<file path="config.mk">
export PLATFORM = sky130hd
export DESIGN_NAME = bus_arbiter_flat
export DESIGN_NICKNAME = d
export VERILOG_FILES = /design/src/rtl/bus_arbiter_if.sv /design/src/rtl/bus_arbiter.sv /design/src/flat_wrapper.sv
export SDC_FILE = /design/constraint.sdc
export NUM_CORES = 1
export LEC_CHECK = 0
export ABC_CLOCK_PERIOD_IN_PS = 2600
export BUFFER_PORTS_ARGS = -buffer_cell sky130_fd_sc_hd__buf_2
export CORE_AREA = 2 2 125 127
export DETAILED_ROUTE_END_ITERATION = 8
export DIE_AREA = 0 0 127 129
export PLACE_DENSITY = 0.56
export SYNTH_ARGS = -nofsm -noshare
export SYNTH_HDL_FRONTEND = slang
export SYNTH_SLANG_ARGS = --single-unit
</file>
<file path="constraint.sdc">
create_clock -name clk -period 2.6 [get_ports clk]
set_input_delay 0.52 -clock clk [delete_from_list [all_inputs] [get_ports clk]]
set_output_delay 0.52 -clock clk [all_outputs]
set_load 0.02 [all_outputs]
</file>
<file path="src/rtl/bus_arbiter_if.sv">
// Agent/host Avalon-MM read/write port bundle shared by the arbiter's requesters and downstream bus.
interface bus_arbiter_if;
    logic [31:0] address;
    logic [3:0]  byteenable;
    logic        read;
    logic        write;
    logic [31:0] host_to_agent;
    logic [31:0] agent_to_host;
    logic        waitrequest;
    logic        readdatavalid;

    modport master (
        output address, byteenable, read, write, host_to_agent,
        input  agent_to_host, waitrequest, readdatavalid
    );

    modport slave (
        input  address, byteenable, read, write, host_to_agent,
        output agent_to_host, waitrequest, readdatavalid
    );
endinterface

</file>
<file path="src/rtl/bus_arbiter.sv">
// Round-robin two-host arbiter for a shared Avalon-MM port, one grant per transaction,
// with a watchdog that aborts stalled transactions and reports them as bus errors.
module bus_arbiter #(
    parameter int unsigned TIMEOUT = 256
) (
    input  logic         clk,
    input  logic         rst,
    bus_arbiter_if.slave  ifetch,
    bus_arbiter_if.slave  data,
    bus_arbiter_if.master mem,
    output logic [1:0]   grant,
    output logic         bus_error,
    output logic         error_source
);

    localparam logic [1:0]  IDLE     = 2'd0;
    localparam logic [1:0]  BUSY0    = 2'd1;
    localparam logic [1:0]  BUSY1    = 2'd2;
    localparam bit          WD_ON    = (TIMEOUT != 0);
    localparam logic [15:0] TMO_LAST = 16'(TIMEOUT - 1);

    logic [1:0]  state, state_nxt;
    logic        last_grant;
    logic [15:0] wait_cnt;

    logic req0, req1;
    logic busy, owner;
    logic own_rd, own_wr, own_req;
    logic complete, abort;
    logic [31:0] rsp_data;

    // A host asserting both read and write is served as a plain read.
    always_comb begin
        req0     = ifetch.read | ifetch.write;
        req1     = data.read | data.write;
        busy     = (state == BUSY0) || (state == BUSY1);
        owner    = (state == BUSY1);
        own_rd   = owner ? data.read : ifetch.read;
        own_wr   = owner ? (data.write & ~data.read) : (ifetch.write & ~ifetch.read);
        own_req  = own_rd | own_wr;
        complete = busy && own_req && !mem.waitrequest && (!own_rd || mem.readdatavalid);
        abort    = WD_ON && busy && own_req && (wait_cnt == TMO_LAST) && !complete;
    end

    always_comb begin
        state_nxt = state;
        case (state)
            IDLE: begin
                if (req0 && req1)
                    state_nxt = last_grant ? BUSY0 : BUSY1;
                else if (req0)
                    state_nxt = BUSY0;
                else if (req1)
                    state_nxt = BUSY1;
            end
            BUSY0, BUSY1: begin
                if (!own_req || complete || abort)
                    state_nxt = IDLE;
            end
            default: state_nxt = IDLE;
        endcase
    end

    // A dropped request returns to IDLE without touching last_grant or the error status.
    always_ff @(posedge clk or posedge rst) begin
        if (rst) begin
            state        <= IDLE;
            last_grant   <= 1'b1;
            wait_cnt     <= '0;
            error_source <= 1'b0;
        end else begin
            state <= state_nxt;
            if (complete || abort)
                last_grant <= owner;
            if (abort)
                error_source <= owner;
            if (busy && !complete)
                wait_cnt <= wait_cnt + 16'd1;
            else
                wait_cnt <= '0;
        end
    end

    always_comb begin
        mem.read          = busy && own_rd && !abort;
        mem.write         = busy && own_wr && !abort;
        mem.address       = '0;
        mem.byteenable    = '0;
        mem.host_to_agent = '0;
        if (state == BUSY0) begin
            mem.address       = ifetch.address;
            mem.byteenable    = ifetch.byteenable;
            mem.host_to_agent = ifetch.host_to_agent;
        end else if (state == BUSY1) begin
            mem.address       = data.address;
            mem.byteenable    = data.byteenable;
            mem.host_to_agent = data.host_to_agent;
        end
    end

    // On abort the owner is released with zeroed read data instead of the agent's response.
    always_comb begin
        rsp_data             = abort ? '0 : mem.agent_to_host;
        ifetch.agent_to_host = rsp_data;
        data.agent_to_host   = rsp_data;
        ifetch.waitrequest   = 1'b1;
        ifetch.readdatavalid = 1'b0;
        data.waitrequest     = 1'b1;
        data.readdatavalid   = 1'b0;
        if (state == BUSY0) begin
            ifetch.waitrequest   = abort ? 1'b0 : mem.waitrequest;
            ifetch.readdatavalid = abort ? own_rd : mem.readdatavalid;
        end else if (state == BUSY1) begin
            data.waitrequest     = abort ? 1'b0 : mem.waitrequest;
            data.readdatavalid   = abort ? own_rd : mem.readdatavalid;
        end
    end

    always_comb begin
        grant     = {state == BUSY1, state == BUSY0};
        bus_error = abort;
    end

endmodule

</file>
<file path="src/flat_wrapper.sv">
// flat-port wrapper written by rule: the top's interface ports become plain ports
module bus_arbiter_flat 
#(
    parameter int unsigned TIMEOUT = 256
)
  (clk, rst, grant, bus_error, error_source, ifetch_address, ifetch_byteenable, ifetch_read, ifetch_write, ifetch_host_to_agent, ifetch_agent_to_host, ifetch_waitrequest, ifetch_readdatavalid, data_address, data_byteenable, data_read, data_write, data_host_to_agent, data_agent_to_host, data_waitrequest, data_readdatavalid, mem_address, mem_byteenable, mem_read, mem_write, mem_host_to_agent, mem_agent_to_host, mem_waitrequest, mem_readdatavalid);
  bus_arbiter_if ifetch_i ();
  bus_arbiter_if data_i ();
  bus_arbiter_if mem_i ();
  input  logic clk;
  input  logic rst;
  output logic [1:0] grant;
  output logic bus_error;
  output logic error_source;
  input wire logic [$bits(ifetch_i.address)-1:0] ifetch_address;
  input wire logic [$bits(ifetch_i.byteenable)-1:0] ifetch_byteenable;
  input wire logic [$bits(ifetch_i.read)-1:0] ifetch_read;
  input wire logic [$bits(ifetch_i.write)-1:0] ifetch_write;
  input wire logic [$bits(ifetch_i.host_to_agent)-1:0] ifetch_host_to_agent;
  output wire logic [$bits(ifetch_i.agent_to_host)-1:0] ifetch_agent_to_host;
  output wire logic [$bits(ifetch_i.waitrequest)-1:0] ifetch_waitrequest;
  output wire logic [$bits(ifetch_i.readdatavalid)-1:0] ifetch_readdatavalid;
  input wire logic [$bits(data_i.address)-1:0] data_address;
  input wire logic [$bits(data_i.byteenable)-1:0] data_byteenable;
  input wire logic [$bits(data_i.read)-1:0] data_read;
  input wire logic [$bits(data_i.write)-1:0] data_write;
  input wire logic [$bits(data_i.host_to_agent)-1:0] data_host_to_agent;
  output wire logic [$bits(data_i.agent_to_host)-1:0] data_agent_to_host;
  output wire logic [$bits(data_i.waitrequest)-1:0] data_waitrequest;
  output wire logic [$bits(data_i.readdatavalid)-1:0] data_readdatavalid;
  output wire logic [$bits(mem_i.address)-1:0] mem_address;
  output wire logic [$bits(mem_i.byteenable)-1:0] mem_byteenable;
  output wire logic [$bits(mem_i.read)-1:0] mem_read;
  output wire logic [$bits(mem_i.write)-1:0] mem_write;
  output wire logic [$bits(mem_i.host_to_agent)-1:0] mem_host_to_agent;
  input wire logic [$bits(mem_i.agent_to_host)-1:0] mem_agent_to_host;
  input wire logic [$bits(mem_i.waitrequest)-1:0] mem_waitrequest;
  input wire logic [$bits(mem_i.readdatavalid)-1:0] mem_readdatavalid;
  assign ifetch_i.address = ifetch_address;
  assign ifetch_i.byteenable = ifetch_byteenable;
  assign ifetch_i.read = ifetch_read;
  assign ifetch_i.write = ifetch_write;
  assign ifetch_i.host_to_agent = ifetch_host_to_agent;
  assign ifetch_agent_to_host = ifetch_i.agent_to_host;
  assign ifetch_waitrequest = ifetch_i.waitrequest;
  assign ifetch_readdatavalid = ifetch_i.readdatavalid;
  assign data_i.address = data_address;
  assign data_i.byteenable = data_byteenable;
  assign data_i.read = data_read;
  assign data_i.write = data_write;
  assign data_i.host_to_agent = data_host_to_agent;
  assign data_agent_to_host = data_i.agent_to_host;
  assign data_waitrequest = data_i.waitrequest;
  assign data_readdatavalid = data_i.readdatavalid;
  assign mem_address = mem_i.address;
  assign mem_byteenable = mem_i.byteenable;
  assign mem_read = mem_i.read;
  assign mem_write = mem_i.write;
  assign mem_host_to_agent = mem_i.host_to_agent;
  assign mem_i.agent_to_host = mem_agent_to_host;
  assign mem_i.waitrequest = mem_waitrequest;
  assign mem_i.readdatavalid = mem_readdatavalid;
  bus_arbiter #(.TIMEOUT(TIMEOUT)) u_core (.clk(clk), .rst(rst), .ifetch(ifetch_i), .data(data_i), .mem(mem_i), .grant(grant), .bus_error(bus_error), .error_source(error_source));
endmodule
</file>
Word level (Yosys, flattened, before mapping)
Index checks and enable logic that the tools add are counted.

Input bits: 176. Register bits: 20. Word-level logic and storage cells: 65. Output and inout port bits: 142.

Reduce and logical (&&, ||, !) cells: 24. Mux-type cells: 24. Add/sub/neg operators: 1. Bitwise operators: 7. Equal/unequal tests: 5.

Operator list (number): $mux 32 (5); $add 16x1->16 const B (1); $eq 16x8->1 const B (1); $mux 16 (1); $logic_and 1x1->1 (11); $mux 1 (10); $mux 2 (5); $mux 4 (2); $logic_not 1->1 (5); $logic_or 1x1->1 (5); $ne 4x1->1 const B (1); $pmux 2 s2 (1); $or 1x1->1 (3); $and 1x1->1 (2); $eq 2x1->1 const B (1); $eq 2x2->1 const B (1); $logic_not 2->1 (1); $ne 2x1->1 const B (1); $not 1->1 (2); $reduce_and 2->1 (1); $reduce_or 2->1 (1).

Logic depth before layout (Yosys ltp)
Gate-level depths: netlist of run 1.

Depth in word-level cells: 12. Gate-level depth with buffers: 8. Gate-level depth less buffers: 6.

Worst setup path after synthesis of run 1
OpenSTA, ideal clock, no wires.

Kind: register to output. Start: reg u_core.state[0]. End: out ifetch_agent_to_host[10]. Slack: -223 ps. Cell stages (with the launch flop): 9. Data arrival time: 2303 ps. Path buffers: 2. Data required time: 2080 ps. Cell sequence: dfrtp_1 -> inv_1 -> ha_1 -> and4bb_2 -> a211oi_4 -> nor3_4 -> buf_2 -> nor2b_1 -> buf_4.

Longest elaborated chain between the ends: 9. Elaborated cells between the ends (all ways): 15. Those cells by class: 2 x eq/ne; 3 x mux; 1 x bitwise; 9 x reduce/logical.

RTL lines: from (decl) (RTL line bus_arbiter.sv:22) `logic [1:0] state, state_nxt;`; from (signal assigned) (RTL line bus_arbiter.sv:72) `state <= state_nxt;`; $eq 2x2->1 (RTL line bus_arbiter.sv:36, bus_arbiter.sv:37); $mux 1, on equally long branches (RTL line bus_arbiter.sv:38, bus_arbiter.sv:39); $or 1x1->1 (RTL line bus_arbiter.sv:40) `own_req = own_rd | own_wr;`; $logic_and 1x1->1 (RTL line bus_arbiter.sv:41, bus_arbiter.sv:42); $logic_and 1x1->1 (2 in a row) (RTL line bus_arbiter.sv:41) `complete = busy && own_req && !mem.waitrequest && (!own_rd || mem.readdatavalid);`; $logic_not 1->1 (RTL line bus_arbiter.sv:42) `abort = WD_ON && busy && own_req && (wait_cnt == TMO_LAST) && !complete;`; $logic_and 1x1->1 * (RTL line bus_arbiter.sv:42); $mux 32 * (RTL line bus_arbiter.sv:103) `rsp_data = abort ? '0 : mem.agent_to_host;`; to (decl) (RTL line flat_wrapper.sv:20) `output wire logic [$bits(ifetch_i.agent_to_host)-1:0] ifetch_agent_to_host;`.

Every way passes the cells marked *; elsewhere a longest branch is shown, timed or not.

Worst setup path after layout of run 1
Start: reg u_core.state[1]. End: out ifetch_agent_to_host[10].

Same word-level chain as after synthesis.

==> summary.md, run 1 <==
| Metric | Value |
|---|---|
| Syn Nets | `between 400 and 500` |
| Routed vias/inst | `roughly 4.3` |
| EDFF count, synth | `0` |
| Hold crit path type | `in -> async` |
| Yosys top cell area share | `between 20 and 25%` |
| DR WL/cell | `16.38 um` |
| Final hold viol count | `0` |
| Cell count after synthesis | `between 200 and 300` |
| NetSw | `around 0.0021 W` |
| Largest net degree at the start of global routing | `73` |
| Fill cell count | `roughly 1.6k` |
| Seq pwr share | `between 10% and 20%` |
| Setup Skew | `about 3 ps` |
| Share of layout cells above drive strength 1 | `around 69%` |
| Seq/Total Area, Yosys | `between 20% and 30%` |
| CTS tree | `built` |
| Yosys reg bits | `20` |
| Post-layout min period | `2736 ps` |
| Clock Pin Slew Worst Setup and Hold Paths | `about 60 ps` |
| Pint | `around 0.0019 W` |
| Total routed wirelength | `approximately 13000 um` |
| Clock latency on the worst-skew pair | `250 ps` |
| Data required, critical path | `~2100 ps` |
| Number of setup violations in the final report | `slightly below 70` |
| Post-route ant nets | `0` |
| Status | `complete, but fails checks` |
| Core Footprint | `about 15000 um^2` |
| Worst r2r dst | `u_core.error_source` |
| Number of global-route vias before repair | `between 3k and 4k` |
| Post-route cell area | `4815 um^2` |
| Max Clk Rate | `roughly 0.37 GHz` |
| Port Buffers | `approximately 320` |
| H-tree lvl count | `1` |
| Slowest stage delay, CP | `about 460 ps` |
| Area taken by multi-input logic gates | `roughly 1800 um^2` |
| PwrDens | `slightly above 800 nW/um^2` |
| Top cells by area, synth | `a22o_1 25%, dfrtp_1 20%, buf_4 10%` |
| R2R depth | `9` |
| N_diodes | `0` |
| First-pass GRT wire length | `17260 um` |
| Clk pwr share | `between 8 and 9%` |
| Most common flop cell mapped by yosys | `dfrtp_1` |
| Synth cell count leaders | `67 x a22o_1, 34 x nor2b_1, 33 x buf_4, 21 x nor2_1, 19 x dfrtp_1` |
| Max-cap violations | `0` |
| Register area | `503.0 um^2` |
| GPL Wtd Cong | `between 0.7 and 0.8` |
| Total gr overflow | `0` |
| Asr flop ratio synth | `100.0%` |
| Max-slew violation count | `0` |
| Clock sinks | `20` |
| Post-route setup slack | `-135.8 ps` |
| CP Capture Type | `output port` |
| HPWL Detailed | `10120 um` |
| R2R Path Start | `u_core.state[1]` |
| RSZ-0062 raised after global routing | `yes` |
| Placed cell area | `~4200 um^2` |
| Netlist Area Pre-Place | `~2400 um^2` |
| DRT iter0 DRCs | `approximately 190` |
| TritonRoute pass-1 iters | `4` |
| Avg Cell Area, Syn | `8.241 um^2` |
| CP max FO | `6` |
| Crit path kind | `reg -> out` |
| Data arrival, critical path | `2220 ps` |
| CP Cell Sequence | `inv_2 > ha_4 > and4bb_2 > a211oi_4 > nor3_4 > buf_6 > buf_12 > nor2b_4 > buf_6` |
| Startpoint Class | `flip-flop` |
| Static Leak | `about 2.6 nW` |
| Synth cell types | `41` |
| Worst Tran Pin Value | `806.5 ps` |
| Final core occ | `approximately a third` |
| Cell mode on critical path | `buf_6` |
| Clk root buf | `clkbuf_16` |
| Vias | `between 3k and 4k` |
| Synthesis Warnings | `0` |
| Fin nets | `about 760` |
| DRC violations left | `0` |
| Critical-path top delay cell | `dfrtp_2` |
| Die area | `roughly 16000 um^2` |
| Most frequent cell after synthesis | `a22o_1` |
| Synth area leader | `a22o_1` |
| R2R Setup Slk | `between 400 and 500 ps` |
| Max Root-Sink Buffers | `2` |
| Worst slew margin | `between 40% and 50%` |
| Initial Utilization | `roughly 16%` |
| Die Width | `between 100 and 150 um` |
| Setup WS pre-CTS | `between 15 and 20 ps` |
| CTS Hold Buffers Added | `0` |
| Failing checks | `setup timing` |
| P&R area growth vs syn | `102.8%` |
| # rows | `between 40 and 50` |
| Final setup TNS | `-5724 ps` |
| Worst vdd ir | `around 0.00034 V` |
| Combinational share of power | `81.8%` |
| DIE HEIGHT | `129 um` |
| Net Sw Frac | `approximately 52%` |
| CTS Buf Count | `3` |
| IO Count | `roughly 320` |
| Initial antenna violation count | `0` |
| Fin crit share | `105.2%` |
| GRT Total Usage | `roughly 14%` |
==> cell families (layout without fill, tap and decap cells) <==
group / Yosys count / after routing / share of synthesized area [%]
muxes: 3 / 3 / 1.581
xor gates and xnor gates: 10 / 10 / 3.690
buffers and inverters: 62 / 356 / 15.50
adders and majority gates: 5 / 5 / 2.636
AOI/OAI and AO/OA: 89 / 89 / 31.21
and+or+nand+nor: 99 / 99 / 24.25
DFF: 20 / 20 / 21.14
==> stage by stage <==
stage | total power [W] | hold WS [ps] | instances
after floorplan | 0.002381 | 446.0 | 288
after global placement | 0.003442 | 468.7 | 756
after detailed placement | 0.003424 | 477.5 | 756
after CTS | 0.003935 | 454.1 | 770
after global routing | 0.004238 | 490.8 | 770
final | 0.003963 | 423.1 | 770
==> how the worst max path moves through the flow <==
stage	from	endpoint	slack, ps	cells past startpoint
finish	u_core.state[1]	ifetch_agent_to_host[10]	-140	9
global route	u_core.state[1]	ifetch_agent_to_host[10]	-230	9
CTS	u_core.state[1]	ifetch_agent_to_host[4]	-130	9
detailed placement	u_core.state[0]	data_agent_to_host[0]	20	8
global placement	u_core.state[0]	ifetch_agent_to_host[25]	60	8
floorplan	u_core.state[0]	ifetch_agent_to_host[24]	-30	8
==> critical path: cells and delay by family (launching register included) <==
kind	cells	cell delay (ps)
buffers and inverters	4	510
AND/OR/NAND/NOR	3	480
AO/OA/AOI/OAI	1	300
flip-flops	1	460
adder cells (fa/ha/maj)	1	200
==> sequential cells by signal, summed over array words and instances, names as in the netlist <==
register / count
u_core.wait_cnt: 16
u_core.last_grant: 1
u_core.state: 2
u_core.error_source: 1
==> power groups by stage <==
stage	clock network [W]	logic [W]	registers, W
detailed placement	0	0.00304	0.000387
global placement	0	0.00306	0.000386
CTS	0.000332	0.00322	0.000386
global route	0.000345	0.00349	0.000402
floorplan	0	0.00200	0.000383
finish	0.000323	0.00324	0.000397
==> area by class of cell <==
| type | count | share of cell area (%) |
|---|---|---|
| multi-input combinational | 206 | 37.84 |
| sequential | 20 | 10.45 |
| timing repair buffer | 343 | 44.44 |
| inverter | 9 | 0.7536 |
| tap | 188 | 4.886 |
| clock buffer | 4 | 1.637 |
==> what timing repair did <==
item,in CTS,in global routing
gates resized for setup,119,18
pin swaps,6,2
endpoints found under the setup margin,70,72
cloned,1,0
setup buffers,9,1
==> placed cells by master, fill, tap and decap left out, drive strengths merged <==
cell,count
a21o,1
a21boi,1
o21ai,7
dfrtp,19
o311a,1
and4,2
or3,1
clkbuf,4
nor3,5
or2,1
and4bb,1
a22o,67
a21oi,6
a32o,2
and2,1
o31ai,2
mux2,3
dfstp,1
nand4,4
nor2b,34
a31o,1
xor2,3
buf,343
a211oi,1
xnor2,7
nor2,21
ha,5
nand3,8
nand2,10
and3,1
and4b,1
nor4,5
or4,4
inv,9
==> per-layer routing <==
layer,share of wire [%],global-route usage [%]
met1,43,18.39
met2,48,21.70
met3,7.5,3.534
met4,1.3,2.780
met5,0,0
Note: power is estimated with default switching activity, not from simulation.
==> run 2, diff against run 1 <==
- RECOVER_POWER: not set -> 100
- SKIP_LAST_GASP: not set -> 1
==> run 2 against run 1 <==
Against the previous run: the flow still finishes with violations (setup timing); global-route usage is 0.12 points lower; core utilization shrank 0.57 points; non-clock buffer count unchanged; clock power hardly changed; die area is the same; power is 1.1% lower; first-iteration DRC count shrank 4.7%; hold slack hardly changed; routed wire length is 1.0% lower; fmax is 0.14% lower; worst setup slack got worse by 3.9 ps; critical path type unchanged; critical endpoint unchanged; largest cell class unchanged.
==> summary.md, run 2 (same netlist as run 1, synthesis figures left out) <==
| Metric | Value |
|---|---|
| Status | `complete, but fails checks` |
| Failing checks | `setup timing` |
| Number of global-route vias before repair | `3055` |
| Vias | `between 3k and 4k` |
| Placed insts | `around 760` |
| Post-route setup slack | `-139.8 ps` |
| First-pass GRT wire length | `17110 um` |
| Die Width | `127 um` |
| Worst Tran Pin Value | `approximately 810 ps` |
| DRC violations left | `0` |
| Worst r2r dst | `u_core.wait_cnt[9]` |
| Number of setup violations in the final report | `68` |
| Final non-filler cell total | `772` |
| Final hold viol count | `0` |
| Total gr overflow | `0` |
| Core Footprint | `14980 um^2` |
| DR WL/cell | `16.17 um` |
| Initial Utilization | `between 15 and 20%` |
| Net Sw Frac | `between 50% and 60%` |
| R2R Path Start | `u_core.state[0]` |
| Placed cell area | `4209 um^2` |
| Port Buffers | `317` |
| CP Capture Type | `output port` |
| RSZ-0062 raised after global routing | `yes` |
| DRT iter0 DRCs | `about 180` |
| Max-slew violation count | `0` |
| R2R Setup Slk | `approximately 260 ps` |
| # rows | `45` |
| GPL Wtd Cong | `between 0.7 and 0.8` |
| Fin crit share | `105.4%` |
| Register area | `503.0 um^2` |
| CTS Hold Buffers Added | `0` |
| DIE HEIGHT | `between 100 and 150 um` |
| Crit path kind | `reg -> out` |
| Final setup TNS | `-6012 ps` |
| Commonest non-fill, non-tap cell in the layout | `buf_2` |
| Clock sinks | `20` |
| Max-cap violations | `0` |
| Fill cell count | `~1.6k` |
| Pint | `around 0.0019 W` |
| Biggest regs | `u_core.wait_cnt x16, u_core.state x2` |
| Die area | `16380 um^2` |
| Post-route ant nets | `0` |
| Worst vdd ir | `between 0.0003 and 0.0004 V` |
| Biggest register | `u_core.wait_cnt` |
| Combinational share of power | `81.6%` |
| PwrDens | `~830 nW/um^2` |
| Data required, critical path | `approximately 2100 ps` |
| Area taken by multi-input logic gates | `between 1500 and 2000 um^2` |
| Seq pwr share | `around 10%` |
| Initial antenna violation count | `2` |
| Post-route cell area | `about 4700 um^2` |
| IO Count | `about 320` |
| Max Clk Rate | `about 0.36 GHz` |
| NetSw | `around 0.002 W` |
| Routed vias/inst | `4.286` |
| Most frequent cells in the layout | `273 x buf_2, 67 x a22o_1, 35 x buf_4` |
| Clock latency on the worst-skew pair | `between 200 and 300 ps` |
| R2R depth | `8` |
| Data arrival, critical path | `roughly 2200 ps` |
| P&R area growth vs syn | `99.26%` |
| CTS tree | `built` |
| CP max FO | `6` |
| TritonRoute pass-1 iters | `4` |
| Startpoint Class | `flip-flop` |
| Clk pwr share | `~8%` |
| CTS Buf Count | `3` |
| Setup Skew | `2.891 ps` |
| Share of layout cells above drive strength 1 | `68.56%` |
| Worst slew margin | `between 40% and 50%` |
| Static Leak | `2.595 nW` |
| Largest net degree at the start of global routing | `73` |
| HPWL Detailed | `just over 10000 um` |
| Clk root buf | `clkbuf_16` |
| Fin nets | `about 760` |
| Hold crit path type | `in -> async` |
| Post-layout min period | `~2700 ps` |
| Max Root-Sink Buffers | `2` |
| H-tree lvl count | `1` |
| Max reg flops | `16` |
| Clock Pin Slew Worst Setup and Hold Paths | `about 60 ps` |
| Total routed wirelength | `12490 um` |
| GRT Total Usage | `between 10% and 20%` |
run 2: changes by cell type in the layout (fill, tap and decap cells not counted), sizes merged:
cell and change:
buf -3, clkbuf +3, diode +2
run 2: through the flow:
| step | util [%] | total power (W) | hold WS, ps | worst slack [ps] |
|---|---|---|---|---|
| 2_1_floorplan | - | 0.002381 | 446.0 | -27.46 |
| 3_3_place_gp | 28.10 | 0.003442 | 468.7 | 62.88 |
| 3_5_place_dp | 28.10 | 0.003424 | 477.5 | 18.84 |
| 4_1_cts | 31.08 | 0.003904 | 454.1 | -128.6 |
| 5_1_grt | 31.58 | 0.004197 | 490.8 | -232.6 |
| 6_report | 31.58 | 0.003920 | 423.1 | -139.8 |
run 2: layer usage:
layer,global-route usage [%],share of wire (%)
met1,18.39,44
met2,20.75,47
met3,3.451,7.4
met4,3.943,2.3
met5,0,0
run 2: worst max-delay path by stage:
stage               startpoint                       end  slack, ps  cells after the start
2_1_floorplan  u_core.state[0]  ifetch_agent_to_host[24]        -30                      8
3_3_place_gp   u_core.state[0]  ifetch_agent_to_host[25]         60                      8
3_5_place_dp   u_core.state[0]     data_agent_to_host[0]         20                      8
4_1_cts        u_core.state[1]   ifetch_agent_to_host[4]       -130                      9
5_1_grt        u_core.state[1]    data_agent_to_host[27]       -230                      9
6_report       u_core.state[1]  ifetch_agent_to_host[10]       -140                      9
run 2: cell type report:
class,instances,area share (%)
Antenna cell,2,0.1058
Timing Repair Buffer,343,43.39
Inverter,9,0.7672
Sequential cell,20,10.63
Multi-Input combinational cell,206,38.47
Clock buffer,4,1.667
Tap cell,188,4.974
run 2: worst max-delay path: stages, from the launching register on:
cell	delay [ps]
dfrtp_2	460
inv_2	100
ha_4	200
and4bb_2	250
a211oi_4	300
nor3_4	90
buf_6	140
buf_12	140
nor2b_4	140
buf_6	130
run 2: what timing repair did:
action / CTS / global route
setup endpoints to repair: 70 / 72
endpoints found under the hold margin: 0 / 0
resized for setup: 85 / 19
gates cloned: 1 / 0
setup buffers: 9 / 1
pin swaps: 5 / 1
run 2: power groups by stage:
| stage | registers [W] | clock network (W) | logic [W] |
|---|---|---|---|
| after floorplan | 0.000383 | 0 | 0.00200 |
| after global placement | 0.000386 | 0 | 0.00306 |
| after detailed placement | 0.000387 | 0 | 0.00304 |
| after CTS | 0.000386 | 0.000332 | 0.00319 |
| after global routing | 0.000402 | 0.000345 | 0.00345 |
| final | 0.000396 | 0.000323 | 0.00320 |
==> run 3, diff against run 2 <==
- CTS_BUF_LIST: not set -> sky130_fd_sc_hd__clkbuf_16
==> run 3 against run 2 <==
Against the previous run: the run still ends with setup timing left; count of clock-buffer cells in the layout shrank 1; register-to-register slack is essentially flat; global-route usage is the same; routed wire length is essentially flat; die area is the same; non-clock buffer count is the same; hold slack lost 0.74 ps; sequential power is essentially flat.
==> summary.md, run 3 (same netlist as run 1, synthesis figures left out) <==
| Metric | Value |
|---|---|
| PwrDens | `~830 nW/um^2` |
| Cell count along the critical path | `9` |
| Max-slew violation count | `0` |
| CTS Hold Buffers Added | `0` |
| Final core occ | `31.58%` |
| Clock latency on the worst-skew pair | `between 200 and 300 ps` |
| CTS tree | `built` |
| Data required, critical path | `~2100 ps` |
| Fill cell count | `1579` |
| Worst slew margin | `a little under half` |
| Final hold viol count | `0` |
| P&R area growth vs syn | `99.26%` |
| Clock Pin Slew Worst Setup and Hold Paths | `60 ps` |
| Fin nets | `764` |
| Final Power | `0.003917 W` |
| Placed cell area | `4209 um^2` |
| IO Count | `approximately 320` |
| Initial Utilization | `roughly 16%` |
| Max-cap violations | `0` |
| Number of global-route vias before repair | `approximately 3.1k` |
| DRT iter0 DRCs | `188` |
| CP Capture Type | `output port` |
| CP delay by family, top | `buffers and inverters` |
| DR WL/cell | `16.16 um` |
| Share of layout cells above drive strength 1 | `68.56%` |
| Die area | `16380 um^2` |
| Area taken by multi-input logic gates | `1819 um^2` |
| Number of setup violations in the final report | `68` |
| Most frequent cells in the layout | `273 x buf_2, 67 x a22o_1, 35 x buf_4` |
| Met2 WL post-DR | `slightly below 6000 um` |
| Data arrival, critical path | `2220 ps` |
| Biggest regs | `u_core.wait_cnt x16, u_core.state x2` |
| Die Width | `127 um` |
| Largest net degree at the start of global routing | `73` |
| Final setup TNS | `-6012 ps` |
| Vias | `~3.3k` |
| Crit path kind | `reg -> out` |
| Total gr overflow | `0` |
| Hold crit path type | `in -> async` |
| Setup Skew | `between 2 and 3 ps` |
| CP Cell Sequence | `inv_2 > ha_4 > and4bb_2 > a211oi_4 > nor3_4 > buf_6 > buf_12 > nor2b_4 > buf_6` |
| Total routed wirelength | `roughly 12000 um` |
| Worst Tran Pin Value | `805.9 ps` |
| Slowest stage delay, CP | `about 460 ps` |
| Met3 wire length | `958 um` |
| Post-route cell area | `4730 um^2` |
| Critical-path top delay cell | `dfrtp_2` |
| Port Buffers | `317` |
| Static Leak | `between 2 and 3 nW` |
| Status | `complete, but fails checks` |
| Register area | `503.0 um^2` |
| Routed vias/inst | `around 4.3` |
| Failing checks | `setup timing` |
| H-tree lvl count | `1` |
| Startpoint Class | `flip-flop` |
| Core Footprint | `around 15000 um^2` |
| GRT Total Usage | `13.39%` |
| Commonest non-fill, non-tap cell in the layout | `buf_2` |
| Max Clk Rate | `between 0.3 and 0.4 GHz` |
| R2R depth | `8` |
| Max reg flops | `16` |
| Metal1 wirelength | `~5400 um` |
| CTS Buf Count | `3` |
| GPL Wtd Cong | `about 0.76` |
| # rows | `45` |
| Clk root buf | `clkbuf_16` |
| Setup WS pre-CTS | `between 15 and 20 ps` |
| RSZ-0062 raised after global routing | `yes` |
| Fin crit share | `105.4%` |
| DIE HEIGHT | `roughly 130 um` |
| First-pass GRT wire length | `about 17000 um` |
| Biggest register | `u_core.wait_cnt` |
| DR top layer | `met4` |
| TritonRoute pass-1 iters | `4` |
| CP max FO | `6` |
| DRC violations left | `0` |
| Worst vdd ir | `between 0.0003 and 0.0004 V` |
| Critical path buffers and inverters | `4` |
| HPWL Detailed | `approximately 10000 um` |
| Post-route ant nets | `0` |
| Cell mode on critical path | `buf_6` |
| Clock sinks | `20` |
| Initial antenna violation count | `2` |
| Max Root-Sink Buffers | `2` |
| Post-layout min period | `2740 ps` |
| Post-route setup slack | `-139.8 ps` |
==> run 3: changes by cell type in the layout (fill, tap and decap cells not counted), sizes merged <==
cell    change
inv         +1
clkbuf      -1
==> run 3: routing by layer <==
layer  vias to the layer above  track usage, %
li1                       1620               -
met1                      1527           18.39
met2                       155           20.75
met3                        13           3.451
met4                         0           3.943
met5                         -               0
==> run 3: final timing paths <==
path / startpoint / to / slack (ps)
worst max register to register: u_core.state[0] / u_core.wait_cnt[9] / 260
worst min register to register: u_core.wait_cnt[0] / u_core.wait_cnt[0] / 490
max in group asynchronous: rst / u_core.state[1] / 1620
worst max-delay path: u_core.state[1] / ifetch_agent_to_host[10] / -140
min in group clk: u_core.wait_cnt[0] / u_core.wait_cnt[0] / 490
worst min-delay path: rst / u_core.wait_cnt[1] / 420
==> run 3: worst reg2reg max path, stage by stage (launching register included) <==
cell and delay, ps:
dfrtp_1 410, inv_4 110, ha_4 150, mux2_4 330, buf_4 150, a21o_1 180, o21ai_1 150, clkbuf_1 600
nor2_1 110
==> run 3: layout make-up <==
| cell class | count | area share, % |
|---|---|---|
| Antenna cell | 2 | 0.1058 |
| Inverter | 9 | 0.7672 |
| Clock inverter | 1 | 0.07937 |
| Clock buffer | 3 | 1.587 |
| Sequential cell | 20 | 10.63 |
| Tap cell | 188 | 4.974 |
| Timing Repair Buffer | 343 | 43.39 |
| Multi-Input combinational cell | 206 | 38.47 |
==> run 3: power breakdown <==
group          switching, W  total (W)  internal (W)
sequential        0.0000417   0.000396      0.000355
clock              0.000115   0.000320      0.000205
combinational       0.00190    0.00320       0.00130
==> run 3: per-stage QoR <==
step / cells / hold slack [ps]
after floorplan: 288 / 446.0
final: 772 / 422.4
after CTS: 770 / 453.9
after global placement: 756 / 468.7
after global routing: 772 / 490.5
after detailed placement: 756 / 477.5
==> run 3: repair_timing <==
action                     4_1_cts  5_1_grt
setup endpoints to repair       70       72
buffers inserted                 9        1
gates cloned                     1        0
pin swaps                        5        1
resized for setup               85       19
